==> config.mk <==
export PLATFORM = sky130hd
export DESIGN_NAME = midi_event_framer
export DESIGN_NICKNAME = d
export VERILOG_FILES = /design/src/rtl/midi_event_framer_pkg.sv /design/src/rtl/midi_event_framer_fifo.sv /design/src/rtl/midi_event_framer.sv
export SDC_FILE = /design/constraint.sdc
export NUM_CORES = 1
export LEC_CHECK = 0
export ABC_AREA = 1
export CELL_PAD_IN_SITES_DETAIL_PLACEMENT = 0
export CELL_PAD_IN_SITES_GLOBAL_PLACEMENT = 1
export CORE_MARGIN = 3
export CORE_UTILIZATION = 30
export DETAILED_ROUTE_END_ITERATION = 7
export PLACE_DENSITY = 0.63
export SLEW_MARGIN = 20
export SYNTH_ARGS = -nofsm -noshare
export SYNTH_HDL_FRONTEND = slang
export SYNTH_SLANG_ARGS = --single-unit
==> constraint.sdc <==
create_clock -name clk -period 7.1 [get_ports clk]
set_input_delay 0.71 -clock clk [delete_from_list [all_inputs] [get_ports clk]]
set_output_delay 0.71 -clock clk [all_outputs]
set_load 0.02 [all_outputs]
==> src/rtl/midi_event_framer_pkg.sv <==
// Shared MIDI framer definitions: status nibbles, parser states, event layout.
package midi_event_framer_pkg;

  localparam logic [3:0] NIB_NOTE_OFF       = 4'h8;
  localparam logic [3:0] NIB_NOTE_ON        = 4'h9;
  localparam logic [3:0] NIB_POLY_PRESSURE  = 4'hA;
  localparam logic [3:0] NIB_CONTROL_CHANGE = 4'hB;
  localparam logic [3:0] NIB_PROGRAM_CHANGE = 4'hC;
  localparam logic [3:0] NIB_CHAN_PRESSURE  = 4'hD;
  localparam logic [3:0] NIB_PITCH_BEND     = 4'hE;
  localparam logic [3:0] NIB_SYSTEM         = 4'hF;

  localparam int EVENT_W = 22;

  typedef enum logic [1:0] {
    ST_IDLE    = 2'd0,
    ST_WAIT_P1 = 2'd1,
    ST_WAIT_P2 = 2'd2,
    ST_SKIP    = 2'd3
  } parser_state_e;

  typedef struct packed {
    logic [7:0] command;
    logic [6:0] param1;
    logic [6:0] param2;
  } midi_event_t;

  // Number of data bytes following a channel-voice status; 0 for system bytes.
  function automatic logic [1:0] param_count(input logic [7:0] status);
    logic [1:0] cnt;
    case (status[7:4])
      NIB_NOTE_OFF, NIB_NOTE_ON, NIB_POLY_PRESSURE,
      NIB_CONTROL_CHANGE, NIB_PITCH_BEND:     cnt = 2'd2;
      NIB_PROGRAM_CHANGE, NIB_CHAN_PRESSURE:  cnt = 2'd1;
      NIB_SYSTEM:                             cnt = 2'd0;
      default:                                cnt = 2'd0;
    endcase
    return cnt;
  endfunction

endpackage

==> src/rtl/midi_event_framer_fifo.sv <==
// Synchronous show-ahead event FIFO; head word is presented whenever not empty.
module midi_event_framer_fifo #(
  parameter int WIDTH = 22,
  parameter int DEPTH = 8
) (
  input  logic                       clk,
  input  logic                       reset,
  input  logic                       push,
  input  logic [WIDTH-1:0]           din,
  input  logic                       pop,
  output logic [WIDTH-1:0]           dout,
  output logic                       full,
  output logic                       empty,
  output logic [$clog2(DEPTH):0]     level
);

  localparam int PTR_W   = $clog2(DEPTH);
  localparam int LEVEL_W = PTR_W + 1;
  localparam logic [LEVEL_W-1:0] FULL_LEVEL = LEVEL_W'(DEPTH);

  logic [WIDTH-1:0]   mem_r [DEPTH];
  logic [PTR_W-1:0]   wr_ptr_r;
  logic [PTR_W-1:0]   rd_ptr_r;
  logic [LEVEL_W-1:0] level_r;
  logic               pop_ok_s;
  logic               push_ok_s;

  // A push into a full FIFO is still accepted when the head leaves on the same edge.
  assign pop_ok_s  = pop & (level_r != {LEVEL_W{1'b0}});
  assign push_ok_s = push & ((level_r != FULL_LEVEL) | pop_ok_s);

  // Storage, pointers and occupancy; pointers wrap naturally at a power-of-two depth.
  always_ff @(posedge clk) begin
    if (reset) begin
      for (int i = 0; i < DEPTH; i++) begin
        mem_r[i] <= {WIDTH{1'b0}};
      end
      wr_ptr_r <= {PTR_W{1'b0}};
      rd_ptr_r <= {PTR_W{1'b0}};
      level_r  <= {LEVEL_W{1'b0}};
    end else begin
      if (push_ok_s) begin
        mem_r[wr_ptr_r] <= din;
        wr_ptr_r        <= wr_ptr_r + PTR_W'(1);
      end
      if (pop_ok_s) begin
        rd_ptr_r <= rd_ptr_r + PTR_W'(1);
      end
      case ({push_ok_s, pop_ok_s})
        2'b10:   level_r <= level_r + LEVEL_W'(1);
        2'b01:   level_r <= level_r - LEVEL_W'(1);
        default: level_r <= level_r;
      endcase
    end
  end

  assign dout  = mem_r[rd_ptr_r];
  assign full  = (level_r == FULL_LEVEL);
  assign empty = (level_r == {LEVEL_W{1'b0}});
  assign level = level_r;

endmodule

==> src/rtl/midi_event_framer.sv <==
// MIDI byte-to-event framer with running status, channel filter and event FIFO.
// Optional MIDI_FRAMER_REALTIME_EN: enqueue realtime bytes 0xF8-0xFF as 1-byte events.
module midi_event_framer
  import midi_event_framer_pkg::*;
#(
  parameter int          FIFO_DEPTH          = 8,
  parameter logic [15:0] CHANNEL_MASK        = 16'hFFFF,
  parameter bit          NOTE_ON_ZERO_IS_OFF = 1'b1
) (
  input  logic                          clk,
  input  logic                          reset,
  input  logic [7:0]                    rx_data,
  input  logic                          rx_valid,
  output logic                          evt_valid,
  output logic [7:0]                    evt_command,
  output logic [6:0]                    evt_param1,
  output logic [6:0]                    evt_param2,
  input  logic                          evt_ack,
  output logic [$clog2(FIFO_DEPTH):0]   fifo_level,
  output logic                          overflow
);

`ifdef MIDI_FRAMER_REALTIME_EN
  localparam bit REALTIME_EN = 1'b1;
`else
  localparam bit REALTIME_EN = 1'b0;
`endif

  parser_state_e state_r, state_s;
  logic [7:0]    status_r, status_s;
  logic [6:0]    param1_r, param1_s;
  logic          complete_s;
  logic [6:0]    cmp_p1_s;
  logic [6:0]    cmp_p2_s;
  logic          realtime_s;
  logic          push_s;
  midi_event_t   push_evt_s;
  midi_event_t   head_s;
  logic          pop_s;
  logic          fifo_full_s;
  logic          fifo_empty_s;
  logic          overflow_r;

  // Parser state, running status and latched first parameter.
  always_ff @(posedge clk) begin
    if (reset) begin
      state_r  <= ST_IDLE;
      status_r <= 8'h00;
      param1_r <= 7'h00;
    end else begin
      state_r  <= state_s;
      status_r <= status_s;
      param1_r <= param1_s;
    end
  end

  // Next-state decode of each received byte; flags a completed channel message.
  always_comb begin
    state_s    = state_r;
    status_s   = status_r;
    param1_s   = param1_r;
    complete_s = 1'b0;
    cmp_p1_s   = 7'h00;
    cmp_p2_s   = 7'h00;
    realtime_s = 1'b0;
    if (!rx_valid) begin
      state_s = state_r;
    end else if (rx_data >= 8'hF8) begin
      realtime_s = REALTIME_EN;
    end else if (rx_data >= 8'hF0) begin
      status_s = 8'h00;
      state_s  = (rx_data == 8'hF7) ? ST_IDLE : ST_SKIP;
    end else if (rx_data[7]) begin
      status_s = rx_data;
      state_s  = ST_WAIT_P1;
    end else begin
      case (state_r)
        ST_WAIT_P1: begin
          if (param_count(status_r) == 2'd1) begin
            complete_s = 1'b1;
            cmp_p1_s   = rx_data[6:0];
          end else begin
            param1_s = rx_data[6:0];
            state_s  = ST_WAIT_P2;
          end
        end
        ST_WAIT_P2: begin
          complete_s = 1'b1;
          cmp_p1_s   = param1_r;
          cmp_p2_s   = rx_data[6:0];
          state_s    = ST_WAIT_P1;
        end
        default: state_s = state_r;
      endcase
    end
  end

  // Event assembly: realtime bypasses the channel mask; zero-velocity note-on becomes note-off.
  always_comb begin
    push_s     = 1'b0;
    push_evt_s = '{command: 8'h00, param1: 7'h00, param2: 7'h00};
    if (realtime_s) begin
      push_s     = 1'b1;
      push_evt_s = '{command: rx_data, param1: 7'h00, param2: 7'h00};
    end else if (complete_s && CHANNEL_MASK[status_r[3:0]]) begin
      push_s = 1'b1;
      if (NOTE_ON_ZERO_IS_OFF && (status_r[7:4] == NIB_NOTE_ON) && (cmp_p2_s == 7'h00)) begin
        push_evt_s = '{command: {NIB_NOTE_OFF, status_r[3:0]}, param1: cmp_p1_s, param2: cmp_p2_s};
      end else begin
        push_evt_s = '{command: status_r, param1: cmp_p1_s, param2: cmp_p2_s};
      end
    end else begin
      push_s = 1'b0;
    end
  end

  assign pop_s = evt_ack & ~fifo_empty_s;

  // Sticky overflow: an event was lost because the FIFO was full with no pop.
  always_ff @(posedge clk) begin
    if (reset) begin
      overflow_r <= 1'b0;
    end else if (push_s && fifo_full_s && !pop_s) begin
      overflow_r <= 1'b1;
    end else begin
      overflow_r <= overflow_r;
    end
  end

  midi_event_framer_fifo #(
    .WIDTH (EVENT_W),
    .DEPTH (FIFO_DEPTH)
  ) u_fifo (
    .clk   (clk),
    .reset (reset),
    .push  (push_s),
    .din   (push_evt_s),
    .pop   (pop_s),
    .dout  (head_s),
    .full  (fifo_full_s),
    .empty (fifo_empty_s),
    .level (fifo_level)
  );

  assign evt_valid   = ~fifo_empty_s;
  assign evt_command = head_s.command;
  assign evt_param1  = head_s.param1;
  assign evt_param2  = head_s.param2;
  assign overflow    = overflow_r;

endmodule
==> impl_metrics.csv <==
group,metric,value,unit
outcome,status,"finished clean",
logic_synthesis,synthCells,979,
logic_synthesis,yosys_warnings,0,
route,ant_nets,0,
timing,relSlewSlack,0.2873,
power_and_ir_drop,peakVddDrop,175.7,uV
layout,layout_common_cells,"nor2_1 (318), edfxtp_1 (176), nand2_1 (136)",
setup_path,crit_path_end_kind,"primary output",
clock_tree,ctsHoldBuffers,0,
floorplanning,die_w,185.1,um
clock_tree,clk_latency,510,ps
timing,fin_crit,4398,ps
clock_tree,clockRootBuffer,"clkbuf_16",
floorplanning,initial_core_util,0.3096,
route,first_iter_violations,538,
timing,max_freq,0.2274,GHz
route,wire_per_inst,18.08,um
placed_design,pre_cts_ws,3053,ps
floorplanning,die_area,34250,um2
clock_tree,post_cts_resized,0,
global_routing,grt_start_max_net_pins,51,
layout,fin_area,10980,um2
global_routing,grt_pass1_vias,6747,
placed_design,numPortBuffers,39,
layout,antenna_cells,0,
clock_tree,cts_buffer_depth,3,
setup_path,worst-setup-path-type,"flop to primary output",
layout,fill_cells,3144,
floorplanning,dieHeight,185.1,um
logic_synthesis,syn_avg_cell_area,9.826,um2
placed_design,postPlaceCellArea,10230,um2
route,vias,6811,
logic_synthesis,syn-cell-area,9619,um2
floorplanning,rows,64,
clock_tree,cts_setup_buffers,0,
setup_path,worstPathArrival,3690,ps
layout,drive_gt1_frac,0.09543,
layout,layout_commonest_cell,"nor2_1",
setup_path,required,6390,ps
timing,worstMarginPinSlew,1066,ps
route,wl,25.35,mm
global_routing,grt_usage,0.1483,
layout,area_growth,14.17,%
route,dr.pass1.iters,5,
timing,final_max_slew_viol_count,0,
logic_synthesis,synth_top_area_cell,"edfxtp_1",
placed_design,hpwl,16.06,mm
timing,fin_crit_sh,0.6194,
setup_path,cp-start-kind,"flop",
power_and_ir_drop,power.density,336.2,nW/um2
layout,final_net_count,1009,
timing,tns,0,ps
floorplanning,ios,40,
timing,skew,21.81,ps
logic_synthesis,synth.distinct_cells,32,
setup_path,reg2reg_slack,3470,ps
clock_tree,clock-sinks,209,
placed_design,gp_congestion,0.7570,
placed_design,dp_cells,1360,
logic_synthesis,synth.net_count,999,
layout,stdcell_count,1402,
global_routing,antenna_found_initial,0,
timing,setup_violations,0,
power_and_ir_drop,p_leak,3.842,nW
global_routing,grt_pass1_wl,39.86,mm
clock_tree,cts_made_buffers,23,
route,drc,0,
logic_synthesis,yosysSeqAreaShare,0.6181,
logic_synthesis,ys_ff_latch,209,
timing,finalHoldViolCount,0,
floorplanning,core,31070,um2
global_routing,overflow,0,
timing,setup_ws,2702,ps
worst_hold_path,hold_class,"flop to flop",
logic_synthesis,synthDominantCellAreaShare,0.5494,
job,max_cap_viol_count,0,
clock_tree,cts_tree,"built",
route,routed_via_density,4.858,
setup_path,path_max_fanout,50,
layout,final_core_util,0.3535,
clock_tree,htree_num_levels,1,
timing,rsz0062_at_grt,"no",
clock_tree,clk_pin_slew_worst_paths,60,ps
logic_synthesis,synth_area_leaders,"edfxtp_1 (55%), nor2_1 (12%), dfxtp_1 (6.9%), nand2_1 (5.5%), o32ai_1 (4.0%)",
==> final timing paths <==
path | start | end | depth (start not counted)
hold reg to reg | u_fifo.rd_ptr_r[2]$_SDFFE_PP0P_ | u_fifo.rd_ptr_r[2]$_SDFFE_PP0P_ | 1
setup reg to reg | state_r[0]$_SDFFE_PP0P_ | u_fifo.mem_r[4][7]$_SDFFCE_PN0P_ | 9
hold / removal | u_fifo.rd_ptr_r[2]$_SDFFE_PP0P_ | u_fifo.rd_ptr_r[2]$_SDFFE_PP0P_ | 1
setup / recovery | flop | evt_param2[0] | 7
==> layout make-up <==
| type | count | area, um2 | share of cell area |
|---|---|---|---|
| Sequential cell | 209 | 5948 | 0.5416 |
| Clock inverter | 10 | 103.9 | 0.009457 |
| Clock buffer | 32 | 644.4 | 0.05868 |
| Tap cell | 396 | 495.5 | 0.04512 |
| Inverter | 40 | 150.1 | 0.01367 |
| Timing Repair Buffer | 47 | 450.4 | 0.04102 |
| Multi-Input combinational cell | 668 | 3189 | 0.2904 |
==> power by group <==
| group | total [W] | internal [W] | switching, W |
|---|---|---|---|
| Combinational | 0.00103 | 0.000391 | 0.000635 |
| Sequential | 0.00148 | 0.00139 | 0.0000897 |
| Clock | 0.00119 | 0.000707 | 0.000482 |
==> stage by stage <==
step / total power, W / hold slack [ps]
global placement: 0.002543 / 429.6
detailed placement: 0.002538 / 433.0
floorplan: 0.002125 / 412.2
finish: 0.003692 / 466.9
global route: 0.003877 / 477.5
CTS: 0.003724 / 455.5
==> Yosys cell counts (all sizes together) <==
cell type  instances
or2                3
dfxtp             33
o21ai             68
xor2               2
nand4             14
buf               31
o21bai             1
clkbuf            31
xnor2              1
nor2             346
o32ai             44
nand2            144
edfxtp           176
a21oi             21
a211oi             1
nand3b             1
nand3             11
nor3               2
inv               40
o22ai              1
ha                 8
==> flip-flops by register name, summed over array words and instances, names as in the netlist, named ones only <==
name	cells
u_fifo.mem_r	176
u_fifo.level	4
overflow	1
u_fifo.wr_ptr_r	3
param1_r	7
status_r	8
state_r	2
u_fifo.rd_ptr_r	3
==> critical path: stages, from the launching register on <==
cell,delay [ps]
dfxtp_2,560
inv_2,820
buf_4,520
nor2_1,80
o32ai_1,360
nand2_1,90
nand2_1,90
clkdlybuf4s50_1,600
==> layer usage <==
layer	vias to the layer above	part of all wire	global-route usage	wire length, um
li1	3341	-	-	-
met1	3274	0.49	0.2186	12400
met2	170	0.45	0.2371	11420
met3	26	0.046	0.01767	1171
met4	0	0.014	0.02941	362
met5	-	0	0	0
==> kinds of logic after synthesis <==
logic type      count (synthesis)  synth area share
compound gates                136           0.08858
simple gates                  521            0.2285
xor+xnor                        3          0.002732
flops                         209            0.6181
buf+inv                       102           0.05164
fa+ha+maj                       8           0.01041
(Power assumes the default switching activity.)
==> patch 1: new RTL, config.mk and constraints unchanged <==
Register the output `fifo_level`, with the module's reset; this adds one clock of latency there. The other outputs are not delayed to match.
--- a/src/rtl/midi_event_framer.sv
+++ b/src/rtl/midi_event_framer.sv
@@ -20,4 +20,6 @@
   output logic                          overflow
 );
+
+  logic [$clog2(FIFO_DEPTH):0] fifo_level_d;
 
 `ifdef MIDI_FRAMER_REALTIME_EN
@@ -140,5 +142,5 @@
     .full  (fifo_full_s),
     .empty (fifo_empty_s),
-    .level (fifo_level)
+    .level (fifo_level_d)
   );
 
@@ -149,3 +151,11 @@
   assign overflow    = overflow_r;
 
+  always_ff @(posedge clk) begin
+    if (reset) begin
+      fifo_level <= '0;
+    end else begin
+      fifo_level <= fifo_level_d;
+    end
+  end
+
 endmodule
Function: changed (Yosys sat finds a counterexample within 4 cycles, from zero or initial values and one cycle with reset high).
==> patch 1 against the original RTL <==
- wire length is 0.79% higher
- final area rose by 0.66%
- global-route usage grew 0.22 points
- critical path depth up 1
- total power grew 1.8%
- area after synthesis is 0.52% lower
- worst setup slack better by 37 ps
- first-iteration DRC count fell by 16%
- sequential cell count grew 4
- die area fell by 0.50%
==> patch 1: results (changes against the original RTL) <==
[run_status]
status = completed

[sta]
hold_viol = 0  ; unchanged
finClkSkew_ps = 15.61  ; -6.195 ps
tightest_slew_ps = 1040  ; -26.53 ps
holdWs_ps = 449.8  ; -17.12 ps

[pwr]
ir_worst_vdd_uv = 180.5  ; +2.7%
p_sw_mw = 1.182  ; -2.1%
p_leak_nw = 3.847  ; +0.12%

[setup_path]
timing.rr.end = u_fifo.mem_r[7][18]
r2r_cells = 8  ; -1
path_max_fanout = 58  ; +16%
worstPathArrival_ps = 3650  ; -40 ps
r2r_slack_ps = 3380  ; -90 ps

[clock_network]
cts_buffer_depth = 3  ; unchanged
post_cts_buffers = 0  ; unchanged
numCtsBuffers = 25  ; +8.7%
htreeDepth = 1  ; unchanged

[global_route]
grt_max_degree = 89  ; +75%
grt_pass1_wl_um = 39580  ; -0.71%
grt.total_usage_pct = 15.05  ; +0.22 points
grt_pass1_vias = 6784  ; +0.55%

[hold_path]
whs_endpoint = u_fifo.rd_ptr_r[2]
hold_depth = 1  ; unchanged
hold_start = u_fifo.rd_ptr_r[2]
hold_class = reg -> reg

[detailed_routing]
detail_route.wl_per_cell_um = 18.14  ; +0.36%
drtIter0Drc = 453  ; -16%
vias_per_cell = 4.862  ; about the same
vias = 6846  ; +0.51%

[place]
hpwl_um = 16460  ; +2.5%
port_buffers = 39  ; unchanged
gp_congestion = 0.7639  ; +0.91%
place_inst = 1364  ; +0.29%
place_ws_ps = 2861  ; -191.5 ps
place_area_mm2 = 0.01023  ; about the same

[yosys]
ys_top_cells_by_area = edfxtp_1 (55%), nor2_1 (13%), dfxtp_1 (7.7%)
syn_avg_cell_area_um2 = 9.725  ; -1.0%
ys_types = 36  ; +13%
ys_seq_area_share_pct = 62.97  ; +1.2 points
synthArstFlopShare_pct = 0  ; unchanged
synthTopCellsByCount = nor2_1 (343), edfxtp_1 (176), nand2_1 (139)
synth_edf_count = 176  ; unchanged
ys_warn_count = 0  ; unchanged
syn_nets = 1004  ; +0.50%

[floorplan]
die_area_mm2 = 0.03408  ; -0.50%

[final_layout]
drive_gt1_share_pct = 6.621  ; -2.9 points
reg_top3 = u_fifo.mem_r (176), status_r (8), param1_r (7)
fillers = 3134  ; -0.32%

-- patch 1: cell types whose count changed after synthesis, sizes merged, moves of 2 or more --
| cell | change |
|---|---|
| or2 | -2 |
| inv | -4 |
| nand3 | +2 |
| buf | +5 |
| dfxtp | +4 |
| nor3 | +3 |
| nor2 | +3 |
| nand4 | -4 |
| a21oi | +2 |
| clkbuf | -6 |
-- patch 1: power groups by stage --
stage | clock, mW | sequential [mW] | combinational [mW]
after detailed placement | 0 | 1.47 | 1.04
after CTS | 1.31 | 1.44 | 1.04
final | 1.29 | 1.44 | 1.03
after global placement | 0 | 1.47 | 1.04
after floorplan | 0 | 1.46 | 0.665
after global routing | 1.37 | 1.45 | 1.14
-- patch 1: kinds of logic after synthesis --
kind of cell,after synthesis,share of synthesized area (%)
AOI/OAI and AO/OA,140,9.179
xor gates and xnor gates,2,0.1831
adders and majority gates,8,1.046
buffers and inverters,98,4.341
DFF,213,62.97
and+or+nand+nor,523,22.28
-- patch 1: how the worst max path moves through the flow --
stage          slack [ps]                 end  startpoint  cells after the start
2_1_floorplan        4570  u_fifo.mem_r[0][0]  rx_data[7]                      9
4_1_cts              2660      evt_command[7]   flip-flop                      8
3_3_place_gp         2940  u_fifo.mem_r[7][4]  rx_data[7]                      6
3_5_place_dp         2860  u_fifo.mem_r[0][1]       reset                      5
6_report             2740      evt_command[7]   flip-flop                      8
5_1_grt              2490       evt_param1[6]   flip-flop                      8
-- patch 1: worst reg2reg max path: stages, from the launching register on --
cell and delay (ps):
dfxtp_1 330, inv_1 60, ha_1 440, inv_1 240
nand2_2 140, nand3_4 120, nor2_8 190, nand3_1 700
nand2_1 1110
-- patch 1: final cells by class --
type                       instances  area, um2  area share [%]
tap                              396      495.5           4.482
sequential                       213       6028           54.53
inverter                          37      140.1           1.268
clock buffer                      27      633.1           5.727
clock inverter                    17      188.9           1.709
timing repair buffer              45      435.4           3.939
multi-input combinational        673       3133           28.34
-- patch 1: layer usage --
metal / GRT usage (%) / part of all wire [%] / vias up
met1: 21.51 / 48 / 3303
li1: - / - / 3369
met2: 24.39 / 46 / 139
met4: 3.659 / 1.9 / 0
met5: 0 / 0 / -
met3: 1.934 / 3.9 / 35
==> patch 2: new RTL, config.mk and constraints unchanged <==
Made on the original files. Change the localparam `REALTIME_EN` from 1'b0 to 1'b1.
--- a/src/rtl/midi_event_framer.sv
+++ b/src/rtl/midi_event_framer.sv
@@ -24,5 +24,5 @@
   localparam bit REALTIME_EN = 1'b1;
 `else
-  localparam bit REALTIME_EN = 1'b0;
+  localparam bit REALTIME_EN = 1'b1;
 `endif
 
Check against the original RTL: not equivalent (a bounded check fails within 4 cycles, from zero or initial values and one cycle with reset high).
==> patch 2 against the original RTL <==
- final area shrank 0.11%
- maximum frequency rose by 1.9%
- largest power group unchanged
- clock skew shrank 6.7 ps
- wire length increased by 0.51%
- largest cell class unchanged
- total power shrank 1.6%
- synthesized cell count rose by 1.4%
- highest routed layer unchanged
- sequential share of layout area is 0.062 points higher
- worst setup slack improved by 81 ps
- area after synthesis shrank 0.35%
- hold slack lost 8.4 ps
- sequential cell count unchanged
- via count increased by 1.5%
==> patch 2: results (changes against the original RTL) <==
[yosys]
synthTopCellsByCount = nor2_1 (336), edfxtp_1 (176), nand2_1 (138)
ys_seq_area_share_pct = 62.03  ; +0.22 points
synthArstFlopShare_pct = 0  ; unchanged
ys_warn_count = 0  ; unchanged
synth_edf_count = 176  ; unchanged
synthCells = 993  ; +1.4%
ys_top_cells_by_area = edfxtp_1 (55%), nor2_1 (13%), dfxtp_1 (6.9%)
ys_types = 29  ; -9.4%
syn_nets = 1013  ; +1.4%

[detailed_routing]
met1_length_um = 12420  ; +0.19%
drtIter0Drc = 558  ; +3.7%
wl_met2_um = 11520  ; +0.92%
vias_per_cell = 4.892  ; +0.71%
route.met3.wl_um = 1208  ; +3.2%
vias = 6913  ; +1.5%
wl_um = 25480  ; +0.51%

[global_route]
grt_pass1_wl_um = 40130  ; +0.67%
grt_max_degree = 89  ; +75%
overflow = 0  ; unchanged
grt_pass1_vias = 6832  ; +1.3%
grt.total_usage_pct = 15.01  ; +0.18 points
met1_usage_pct = 22.65  ; +0.80 points
grt_use_met3_pct = 2.013  ; +0.25 points

[place]
hpwl_um = 16440  ; +2.4%
place_ws_ps = 2225  ; -828.0 ps
gp_congestion = 0.7844  ; +3.6%
place_inst = 1369  ; +0.66%
port_buffers = 39  ; unchanged
place_area_mm2 = 0.01018  ; -0.43%

[final_layout]
drive_gt1_share_pct = 5.900  ; -3.6 points
fillers = 3173  ; +0.92%
syn_to_final_growth_pct = 14.44

[pwr]
p_leak_nw = 3.877  ; +0.91%
ir_worst_vdd_uv = 189.8  ; +8.0%

[run_status]
status = completed

[sta]
finClkSkew_ps = 15.14  ; -6.664 ps
tightest_slew_ps = 1084  ; +17.10 ps

[setup_path]
cpMaxStageDelayCell = nand2_1
path_max_fanout = 23  ; -54%
worstPathArrival_ps = 4430  ; +740 ps
max_stage_delay_ps = 1140  ; +320 ps
crit_family = simple AND/OR/NAND/NOR gates

[clock_network]
ctsResizeCount = 0  ; unchanged
cts-root-buf = clkbuf_16
numCtsBuffers = 24  ; +4.3%

## patch 2: cell families after synthesis
| family | after synthesis | synth area share [%] |
|---|---|---|
| simple gates | 516 | 21.85 |
| flops | 209 | 62.03 |
| compound gates | 150 | 9.594 |
| buf+inv | 106 | 5.117 |
| fa+ha+maj | 8 | 1.044 |
| xor+xnor | 4 | 0.3656 |
## patch 2: path summary, 6_finish.rpt
check / slack, ps / to / depth (start not counted) / from
setup reg to reg: 3060 / u_fifo.mem_r[7][5] / 8 / state_r[0]
hold / removal: 460 / u_fifo.rd_ptr_r[2] / 1 / u_fifo.rd_ptr_r[2]
setup / recovery: 2780 / u_fifo.mem_r[7][5] / 9 / rx_data[7]
hold reg to reg: 460 / u_fifo.rd_ptr_r[2] / 1 / u_fifo.rd_ptr_r[2]
## patch 2: worst reg2reg max path: stages, from the launching register on
cell     delay [ps]
dfxtp_1         330
inv_1            60
ha_1            410
inv_1           100
nand2_1          80
nand3_1         250
nand2_2         400
nand4_1         860
nand2_1        1140
## patch 2: final cells by class
type | instances | share of cell area [%]
Inverter | 41 | 1.403
Clock inverter | 16 | 1.323
Sequential cell | 209 | 54.23
Multi-Input combinational cell | 678 | 28.76
Timing Repair Buffer | 45 | 3.969
Tap cell | 396 | 4.517
Clock buffer | 28 | 5.806
## patch 2: power by group through the flow
| stage | Combinational, mW | Clock (mW) | Sequential [mW] |
|---|---|---|---|
| floorplan | 0.623 | 0 | 1.44 |
| global placement | 0.985 | 0 | 1.46 |
| detailed placement | 0.983 | 0 | 1.46 |
| CTS | 0.986 | 1.25 | 1.44 |
| global route | 1.07 | 1.31 | 1.45 |
| finish | 0.964 | 1.23 | 1.44 |
